==> src/rtl/vga_pkg.sv <==
`default_nettype none
// ============================================================================
// Module   : vga_pkg
// Purpose  : Shared definitions for the VGA plotting blocks:
//            - the glyph blitter state encoding
//            - default screen limits (160x120 adapter)
//            - named 3-bit RGB colour constants
// Ports    : none (package)
// Revision : 1.0 - initial release
// ============================================================================
package vga_pkg;

  typedef enum logic [2:0] {
    ST_IDLE  = 3'd0,
    ST_FETCH = 3'd1,
    ST_WAIT  = 3'd2,
    ST_DRAW  = 3'd3,
    ST_DONE  = 3'd4
  } blit_state_t;

  localparam int XMAX_DEF = 159;
  localparam int YMAX_DEF = 119;

  // 3-bit colour is {R, G, B}
  localparam logic [2:0] c_col_black   = 3'b000;
  localparam logic [2:0] c_col_blue    = 3'b001;
  localparam logic [2:0] c_col_green   = 3'b010;
  localparam logic [2:0] c_col_cyan    = 3'b011;
  localparam logic [2:0] c_col_red     = 3'b100;
  localparam logic [2:0] c_col_magenta = 3'b101;
  localparam logic [2:0] c_col_yellow  = 3'b110;
  localparam logic [2:0] c_col_white   = 3'b111;

endpackage : vga_pkg
`default_nettype wire

==> src/rtl/vga_blit_clip.sv <==
`default_nettype none
// ============================================================================
// Module   : vga_blit_clip
// Purpose  : Combinational pixel coordinate generator with screen clipping.
//            The base + offset sums are formed one bit wider than the screen
//            coordinates, so an overflowing sum is seen as off-screen instead
//            of wrapping back to the left or top edge.
// Ports    : i_base_x/i_base_y - top-left corner of the object
//            i_col/i_row       - offset inside the object
//            o_x/o_y           - truncated pixel coordinates
//            o_visible         - 1 when the wide sums lie inside the screen
// Revision : 1.0 - initial release
// ============================================================================
module vga_blit_clip
  import vga_pkg::*;
#(
  parameter int XW   = 8,
  parameter int YW   = 7,
  parameter int CLW  = 3,
  parameter int RW   = 3,
  parameter int XMAX = XMAX_DEF,
  parameter int YMAX = YMAX_DEF
) (
  input  logic [XW-1:0]  i_base_x,
  input  logic [YW-1:0]  i_base_y,
  input  logic [CLW-1:0] i_col,
  input  logic [RW-1:0]  i_row,
  output logic [XW-1:0]  o_x,
  output logic [YW-1:0]  o_y,
  output logic           o_visible
);

  localparam logic [XW:0] c_xmax = (XW+1)'(XMAX);
  localparam logic [YW:0] c_ymax = (YW+1)'(YMAX);

  logic [XW:0] w_x_wide;
  logic [YW:0] w_y_wide;

  assign w_x_wide  = (XW+1)'(i_base_x) + (XW+1)'(i_col);
  assign w_y_wide  = (YW+1)'(i_base_y) + (YW+1)'(i_row);
  assign o_x       = w_x_wide[XW-1:0];
  assign o_y       = w_y_wide[YW-1:0];
  assign o_visible = (w_x_wide <= c_xmax) && (w_y_wide <= c_ymax);

endmodule : vga_blit_clip
`default_nettype wire

==> src/rtl/vga_glyph_blitter.sv <==
`default_nettype none
// ============================================================================
// Module   : vga_glyph_blitter
// Purpose  : Draws one GW x GH glyph per command as a stream of single-pixel
//            plot writes, fetching bitmap rows from a synchronous glyph ROM.
//            Supports transparent/opaque background and screen clipping.
// Ports    : clk, reset                - clock, async active-high reset
//            cmd_valid/cmd_ready       - command handshake (ready only in IDLE)
//            cmd_x/y/glyph/fg/bg/opaque- command fields, captured on accept
//            rom_addr/rom_data         - glyph ROM, data one cycle after addr
//            pix_x/y/colour/plot       - registered plot write to VGA adapter
//            busy                      - command in progress
//            done                      - one-cycle pulse after last pixel slot
// Revision : 1.0 - initial release
// ============================================================================
module vga_glyph_blitter
  import vga_pkg::*;
#(
  parameter int XW   = 8,
  parameter int YW   = 7,
  parameter int CW   = 3,
  parameter int GW   = 8,
  parameter int GH   = 8,
  parameter int IW   = 5,
  parameter int XMAX = XMAX_DEF,
  parameter int YMAX = YMAX_DEF
) (
  input  logic                      clk,
  input  logic                      reset,
  input  logic                      cmd_valid,
  output logic                      cmd_ready,
  input  logic [XW-1:0]             cmd_x,
  input  logic [YW-1:0]             cmd_y,
  input  logic [IW-1:0]             cmd_glyph,
  input  logic [CW-1:0]             cmd_fg,
  input  logic [CW-1:0]             cmd_bg,
  input  logic                      cmd_opaque,
  output logic [IW+$clog2(GH)-1:0]  rom_addr,
  input  logic [GW-1:0]             rom_data,
  output logic [XW-1:0]             pix_x,
  output logic [YW-1:0]             pix_y,
  output logic [CW-1:0]             pix_colour,
  output logic                      pix_plot,
  output logic                      busy,
  output logic                      done
);

  localparam int RW  = $clog2(GH);
  localparam int CLW = (GW > 1) ? $clog2(GW) : 1;

  blit_state_t         r_state;
  logic [XW-1:0]       r_x;
  logic [YW-1:0]       r_y;
  logic [IW-1:0]       r_glyph;
  logic [CW-1:0]       r_fg;
  logic [CW-1:0]       r_bg;
  logic                r_opaque;
  logic [RW-1:0]       r_row;
  logic [CLW-1:0]      r_col;
  logic [GW-1:0]       r_bits;
  logic [IW+RW-1:0]    r_rom_addr;
  logic [XW-1:0]       r_pix_x;
  logic [YW-1:0]       r_pix_y;
  logic [CW-1:0]       r_pix_colour;
  logic                r_pix_plot;
  logic                r_busy;
  logic                r_done;

  logic                w_accept;
  logic [XW-1:0]       w_x;
  logic [YW-1:0]       w_y;
  logic                w_visible;

  // Gated by reset so the CPU never sees ready while the block is held.
  assign cmd_ready = (r_state == ST_IDLE) && !reset;
  assign w_accept  = cmd_valid && cmd_ready;

  vga_blit_clip #(
    .XW   (XW),
    .YW   (YW),
    .CLW  (CLW),
    .RW   (RW),
    .XMAX (XMAX),
    .YMAX (YMAX)
  ) u_clip (
    .i_base_x  (r_x),
    .i_base_y  (r_y),
    .i_col     (r_col),
    .i_row     (r_row),
    .o_x       (w_x),
    .o_y       (w_y),
    .o_visible (w_visible)
  );

  always_ff @(posedge clk or posedge reset) begin
    if (reset) begin
      r_state      <= ST_IDLE;
      r_x          <= '0;
      r_y          <= '0;
      r_glyph      <= '0;
      r_fg         <= '0;
      r_bg         <= '0;
      r_opaque     <= 1'b0;
      r_row        <= '0;
      r_col        <= '0;
      r_bits       <= '0;
      r_rom_addr   <= '0;
      r_pix_x      <= '0;
      r_pix_y      <= '0;
      r_pix_colour <= CW'(c_col_black);
      r_pix_plot   <= 1'b0;
      r_busy       <= 1'b0;
      r_done       <= 1'b0;
    end else begin
      r_pix_plot <= 1'b0;
      r_done     <= 1'b0;
      case (r_state)
        ST_IDLE: begin
          if (w_accept) begin
            r_x        <= cmd_x;
            r_y        <= cmd_y;
            r_glyph    <= cmd_glyph;
            r_fg       <= cmd_fg;
            r_bg       <= cmd_bg;
            r_opaque   <= cmd_opaque;
            r_row      <= '0;
            r_col      <= '0;
            // Address is loaded on entry to FETCH so the synchronous ROM
            // samples it at the end of FETCH and returns data during WAIT.
            r_rom_addr <= {cmd_glyph, RW'(0)};
            r_busy     <= 1'b1;
            r_state    <= ST_FETCH;
          end
        end
        ST_FETCH: begin
          r_state <= ST_WAIT;
        end
        ST_WAIT: begin
          r_bits  <= rom_data;
          r_state <= ST_DRAW;
        end
        ST_DRAW: begin
          // The row register shifts left, so its MSB is always the pixel of
          // the current column (leftmost pixel first).
          r_pix_x      <= w_x;
          r_pix_y      <= w_y;
          r_pix_colour <= r_bits[GW-1] ? r_fg : r_bg;
          r_pix_plot   <= w_visible && (r_bits[GW-1] || r_opaque);
          r_bits       <= r_bits << 1;
          if (r_col == CLW'(GW-1)) begin
            if (r_row == RW'(GH-1)) begin
              r_done  <= 1'b1;
              r_state <= ST_DONE;
            end else begin
              r_row      <= r_row + RW'(1);
              r_col      <= '0;
              r_rom_addr <= {r_glyph, r_row + RW'(1)};
              r_state    <= ST_FETCH;
            end
          end else begin
            r_col <= r_col + CLW'(1);
          end
        end
        ST_DONE: begin
          r_busy  <= 1'b0;
          r_state <= ST_IDLE;
        end
        default: begin
          r_busy  <= 1'b0;
          r_state <= ST_IDLE;
        end
      endcase
    end
  end

  assign rom_addr   = r_rom_addr;
  assign pix_x      = r_pix_x;
  assign pix_y      = r_pix_y;
  assign pix_colour = r_pix_colour;
  assign pix_plot   = r_pix_plot;
  assign busy       = r_busy;
  assign done       = r_done;

endmodule : vga_glyph_blitter
`default_nettype wire

==> config.mk <==
export PLATFORM = sky130hd
export DESIGN_NAME = vga_glyph_blitter
export DESIGN_NICKNAME = d
export VERILOG_FILES = /design/src/rtl/vga_pkg.sv /design/src/rtl/vga_blit_clip.sv /design/src/rtl/vga_glyph_blitter.sv
export SDC_FILE = /design/constraint.sdc
export NUM_CORES = 1
export LEC_CHECK = 0
export BUFFER_PORTS_ARGS = -buffer_cell sky130_fd_sc_hd__buf_4
export CORE_MARGIN = 8
export CORE_UTILIZATION = 40
export DETAILED_ROUTE_END_ITERATION = 16
export PLACE_DENSITY = 0.68
export REMOVE_ABC_BUFFERS = 1
export SYNTH_ARGS = -nofsm -noshare
export SYNTH_HDL_FRONTEND = slang
export SYNTH_SLANG_ARGS = --single-unit
==> constraint.sdc <==
create_clock -name clk -period 2.7 [get_ports clk]
set_clock_uncertainty 0.2 [all_clocks]
set_input_delay 0.405 -clock clk [delete_from_list [all_inputs] [get_ports clk]]
set_output_delay 0.405 -clock clk [all_outputs]
set_load 0.02 [all_outputs]
Yosys cells after proc, flatten, opt, wreduce, memory -nomap -nowiden
Index checks and enable logic that the tools add are counted.
- bits in latches: 0
- input bits: 38
- memories kept: 0
- RAM bits: 0
- flip-flop bits (word level): 73
- memory bits (read-only): 0
- $add $sub $neg: 4
- bitwise logic cells: 1
- reductions and logical operators: 15
- order comparisons: 2
- muxes and demuxes: 23
- multipliers: 0
- equal/unequal tests: 9
- shifts and indexed selects: 0
- div/mod/pow operators: 0
- operator list (cell ; number):
    $pmux W8 S2 ; 2
    $mux W3 ; 9
    $mux W8 ; 3
    $pmux W3 S2 ; 2
    $pmux W3 S4 ; 1
    $add A8 B3 Y9 ; 1
    $le A9 B8 Y1 const B ; 1
    $add A7 B3 Y8 ; 1
    $le A8 B7 Y1 const B ; 1
    $add A3 B1 Y3 const B ; 2
    $eq A3 B2 Y1 const B ; 2
    $eq A3 B3 Y1 const B ; 2
    $ne A2 B2 Y1 const B ; 3
    $reduce_and A2 Y1 ; 3
    $mux W1 ; 5
    $logic_and A1 B1 Y1 ; 4
    $reduce_and A4 Y1 ; 1
    $reduce_bool A2 Y1 ; 2
    $eq A3 B1 Y1 const B ; 1
    $logic_not A3 Y1 ; 1
    $ne A3 B3 Y1 const B ; 1
    $reduce_and A3 Y1 ; 1
    $reduce_or A3 Y1 ; 1
    $pmux W1 S2 ; 1
    other kinds (3) ; 3

Depth between registers and ports, before layout
- word-level depth: 5
- mapped depth: 8

Hierarchy
Synthesis repeated with hierarchy kept, for this count alone.
- cells, all modules: 305
- area total of the unflattened synthesis: 3453.3 um^2
- by module, submodules not included (module ; cells an instance ; sequential area each (um^2) ; instances ; area each (um^2)):
    vga_glyph_blitter ; 243 ; 1751.7 ; 1 ; 2982.9
    vga_blit_clip ; 62 ; 0.0 ; 1 ; 470.5

Worst setup path after synthesis
OpenSTA, ideal clock, no wires.
- path type: flip-flop to flip-flop
- start: register r_row[0]
- end: register r_pix_plot, in the netlist pix_plot
- setup time: 86 ps
- stages on the path, launching flop included: 8
- clock period less this slack: 2039 ps
- arrival: 1753 ps
- setup slack: 661 ps
- buffers on the path: 0
- path through: dfrtp_1 ha_1 fa_1 a21o_1 nand2_1 xor2_1 nor3_1 nor3_1
- longest elaborated chain between the ends: 5
- RTL lines (item ; line ; source):
    start: declaration ; vga_glyph_blitter.sv:58 ; logic [RW-1:0] r_row;
    start signal: assignment ; vga_glyph_blitter.sv:155 ; r_row <= r_row + RW'(1);
    $add A7 B3 Y8 ; vga_blit_clip.sv:40 ; assign w_y_wide = (YW+1)'(i_base_y) + (YW+1)'(i_row);
    $le A8 B7 Y1 ; vga_blit_clip.sv:43 ; assign o_visible = (w_x_wide <= c_xmax) && (w_y_wide <= c_ymax);
    $logic_and A1 B1 Y1 ; vga_blit_clip.sv:43 ;
    $logic_and A1 B1 Y1 ; vga_glyph_blitter.sv:148 ; r_pix_plot <= w_visible && (r_bits[GW-1] || r_opaque);
    $mux W1 ; vga_glyph_blitter.sv:117 ; case (r_state)
    end signal: assignment ; vga_glyph_blitter.sv:148 ;
    end: declaration ; vga_glyph_blitter.sv:65 ; logic r_pix_plot;
Every way passes these cells.
A chain may end at the register's enable or synchronous reset.

Worst setup path after layout
- start: register r_col[0]
- end: register r_pix_plot, in the netlist pix_plot
- longest elaborated chain between the ends: 5
- RTL lines (item ; line ; source):
    start: declaration ; vga_glyph_blitter.sv:59 ; logic [CLW-1:0] r_col;
    start signal: assignment ; vga_glyph_blitter.sv:161 ; r_col <= r_col + CLW'(1);
    $add A8 B3 Y9 ; vga_blit_clip.sv:39 ; assign w_x_wide = (XW+1)'(i_base_x) + (XW+1)'(i_col);
    $le A9 B8 Y1 ; vga_blit_clip.sv:43 ;
    $logic_and A1 B1 Y1 ; vga_blit_clip.sv:43 ;
    $logic_and A1 B1 Y1 ; vga_glyph_blitter.sv:148 ;
    $mux W1 ; vga_glyph_blitter.sv:117 ;
Every way passes these cells.

==> impl_metrics.env <==
export IMPL_synth_fa_ha_area_share_pct=5.13
export IMPL_grt_overflow_total=0
export IMPL_fin_crit_sh_pct=78.4
export IMPL_synthSimpleGateAreaFrac_pct=10.3
export IMPL_cts_tree="built"
export IMPL_drt_iter0_markers=111
export IMPL_post_cts_buffers=0
export IMPL_tightest_slew_ns=0.588
export IMPL_dpl_hpwl_mm=4.90
export IMPL_startpoint_type="flop"
export IMPL_clock_sinks=70
export IMPL_drt_vias_per_instance=4.89
export IMPL_finalSetupTns_ns=0
export IMPL_yosysSeqAreaShare_pct=54.4
export IMPL_synth_mux_area_share_pct=15.8
export IMPL_final_antenna_net_count=0
export IMPL_drt_wirelength_per_cell_microns=14.5
export IMPL_fmax_mhz=472
export IMPL_fin_crit_ns=2.12
export IMPL_via_count=2232
export IMPL_yosys_area_share_xor_xnor_pct=2.99
export IMPL_synthArstFlopShare_pct=100
export IMPL_synthFlopType="dfrtp_1"
export IMPL_final_cell_area_sq_um=4090
export IMPL_crit_required_ns=2.72
export IMPL_stdcell_count=456
export IMPL_netlist_instances=278
export IMPL_clkPwrFrac_pct=18.5
export IMPL_clk_latency_ns=0.34
export IMPL_drive_above_1_share_pct=35.3
export IMPL_root_buffer="clkbuf_8"
export IMPL_setup_viol=0
export IMPL_clockBufferDepth=2
export IMPL_crit_path_max_fanout=3
export IMPL_vdd_drop_max_uv=523
export IMPL_final_common_cell="buf_4"
export IMPL_rsz0062_at_grt="false"
export IMPL_hold_viol_final=0
export IMPL_maxCapViolCount=0
export IMPL_outcome="finished clean"
export IMPL_final_cell_mix="buf_4 (71), dfrtp_1 (70), nand2_1 (33)"
export IMPL_die_x_microns=106
export IMPL_ff_latch_area_sq_um=1750
export IMPL_seqPwrFrac_pct=37.5
export IMPL_grt_start_max_net_pins=45
export IMPL_syn_cell_area_sq_um=3220
export IMPL_dp_cells=439
export IMPL_comb_power_share_pct=44.1
export IMPL_drc=0
export IMPL_fin_util_pct=52.7
export IMPL_antenna_cells=0
export IMPL_antenna_found_initial=0
export IMPL_die_area_sq_um=11200
export IMPL_synth_top_family_by_area="multiplexers"
export IMPL_ys_top_cells_by_area="dfrtp_1 (54%), mux2_2 (11%), mux2i_1 (5.0%)"
export IMPL_slew_headroom_pct=60.8
export IMPL_fillers=735
export IMPL_synth_edf_count=0
export IMPL_swShare_pct=37.6
export IMPL_port_buffers=67
export IMPL_syn_area_per_cell_sq_um=11.6
export IMPL_die_h_microns=106
export IMPL_yosys_warnings=0
export IMPL_cts_buffers=9
export IMPL_grt_pass1_wl_mm=11.5
export IMPL_grt_pass1_vias=2418
export IMPL_multiInputGateArea_sq_um=1370
export IMPL_switchingPower_w=0.00194
export IMPL_pin_count=68
export IMPL_synth_seq_cells=70
export IMPL_synth_cell_types=36
export IMPL_drt_total_wl_mm=6.61
export IMPL_track_usage_pct=12.6
export IMPL_core_area_sq_um=7770
export IMPL_synth_top_area_cell="dfrtp_1"
export IMPL_post_dp_cell_area_sq_um=3850
export IMPL_p_per_area_nw_per_um2=1260
export IMPL_path_class="reg -> reg"
export IMPL_crit_path_end_kind="flop"
export IMPL_area_growth_syn_to_layout_pct=27.0
export IMPL_cp_arrival_ns=2.14
export IMPL_nets=399
export IMPL_slew_violations=0
export IMPL_gp_congestion=0.740
export IMPL_hold_class="in -> reg"
export IMPL_synth_top_area_share_pct=54.4
export IMPL_synth_compound_area_share_pct=8.16
export IMPL_clk_pin_slew_worst_paths_ns=0.07
export IMPL_hold_ws_ns=0.0958
export IMPL_num_rows=32
export IMPL_start_util_pct=41.5
export IMPL_p_leak_nw=1.96
export IMPL_p_int_w=0.00323
export IMPL_cts_htree_levels=3
export IMPL_first_pass_iters=4
==> registers in the layout, summed over array words and instances, names as in the netlist, 2 cells and up <==
| signal | cells |
|---|---|
| r_x | 8 |
| r_fg | 3 |
| r_y | 7 |
| rom_addr | 6 |
| r_bg | 3 |
| r_row | 2 |
| r_state | 3 |
| pix_colour | 3 |
| pix_y | 7 |
| r_glyph | 5 |
| r_bits | 8 |
| pix_x | 8 |
| r_col | 3 |
==> power groups by stage <==
stage / clock, W / sequential, W / combinational [W]
after floorplan: 0 / 0.00214 / 0.00129
after global placement: 0 / 0.00194 / 0.00226
after detailed placement: 0 / 0.00196 / 0.00232
after CTS: 0.000981 / 0.00194 / 0.00233
after global routing: 0.00102 / 0.00202 / 0.00256
final: 0.000955 / 0.00194 / 0.00228
==> cells by family after synthesis <==
logic type                 count (synthesis)
and+or+nand+nor                           70
muxes                                     47
buffers and inverters                     22
DFF                                       70
xor gates and xnor gates                  11
adders and majority gates                 12
AOI/OAI and AO/OA                         46
==> what timing repair did <==
| action | 4_1_cts | 5_1_grt |
|---|---|---|
| gates resized for setup | 0 | 0 |
| endpoints found under the hold margin | 26 | 0 |
| hold buffers | 1 | 0 |
==> cells in the mapped netlist (3+ instances only) <==
master     n
dfrtp_1   70
nand2_1   33
mux2_2    31
o21ai_0   29
mux2i_1   16
nor2_1    14
ha_1      10
inv_1      8
a21oi_1    7
xor2_1     7
clkbuf_1   6
buf_2      5
nand4_1    5
nand3_1    4
xnor2_1    4
a21o_1     3
nor3_1     3
==> stage by stage <==
| step | worst slack, ns | total power (W) |
|---|---|---|
| floorplan | 0.166 | 0.00343 |
| global placement | 0.678 | 0.00420 |
| detailed placement | 0.599 | 0.00428 |
| CTS | 0.575 | 0.00525 |
| global route | 0.407 | 0.00561 |
| finish | 0.583 | 0.00518 |
==> metal layers <==
layer	track usage, %	vias to the layer above	wire length, microns
met5	0	-	0
met4	6.03	0	116
met3	3.96	10	420
met2	19.8	55	3010
met1	15.2	1066	3060
li1	-	1101	-
==> critical path, stage by stage (launching register included) <==
cell and delay, ns:
dfrtp_1 0.38, ha_1 0.18, inv_1 0.05, fa_1 0.39, nor2b_1 0.20, o21ai_0 0.17
o211ai_1 0.20, o311a_1 0.18, nor3_1 0.04
==> path summary, 6_finish.rpt <==
kind / startpoint / end / slack, ns / cells past startpoint
min in group asynchronous: reset / r_bits[3] / 0.52 / 3
hold / removal: cmd_x[1] / r_x[1] / 0.1 / 2
hold reg to reg: r_bits[6] / r_bits[6] / 0.28 / 2
setup reg to reg: r_col[0] / pix_plot / 0.58 / 8
max in group asynchronous: reset / r_row[0] / 1.15 / 4
setup / recovery: r_col[0] / pix_plot / 0.58 / 8
==> layout make-up <==
| type | count | area share [%] |
|---|---|---|
| tap | 102 | 3.12 |
| timing repair buffer | 74 | 14.3 |
| clock buffer | 11 | 3.70 |
| inverter | 8 | 0.734 |
| clock inverter | 5 | 1.99 |
| sequential | 70 | 42.8 |
| multi-input combinational | 186 | 33.4 |
Power figures use the tool's default switching activity.
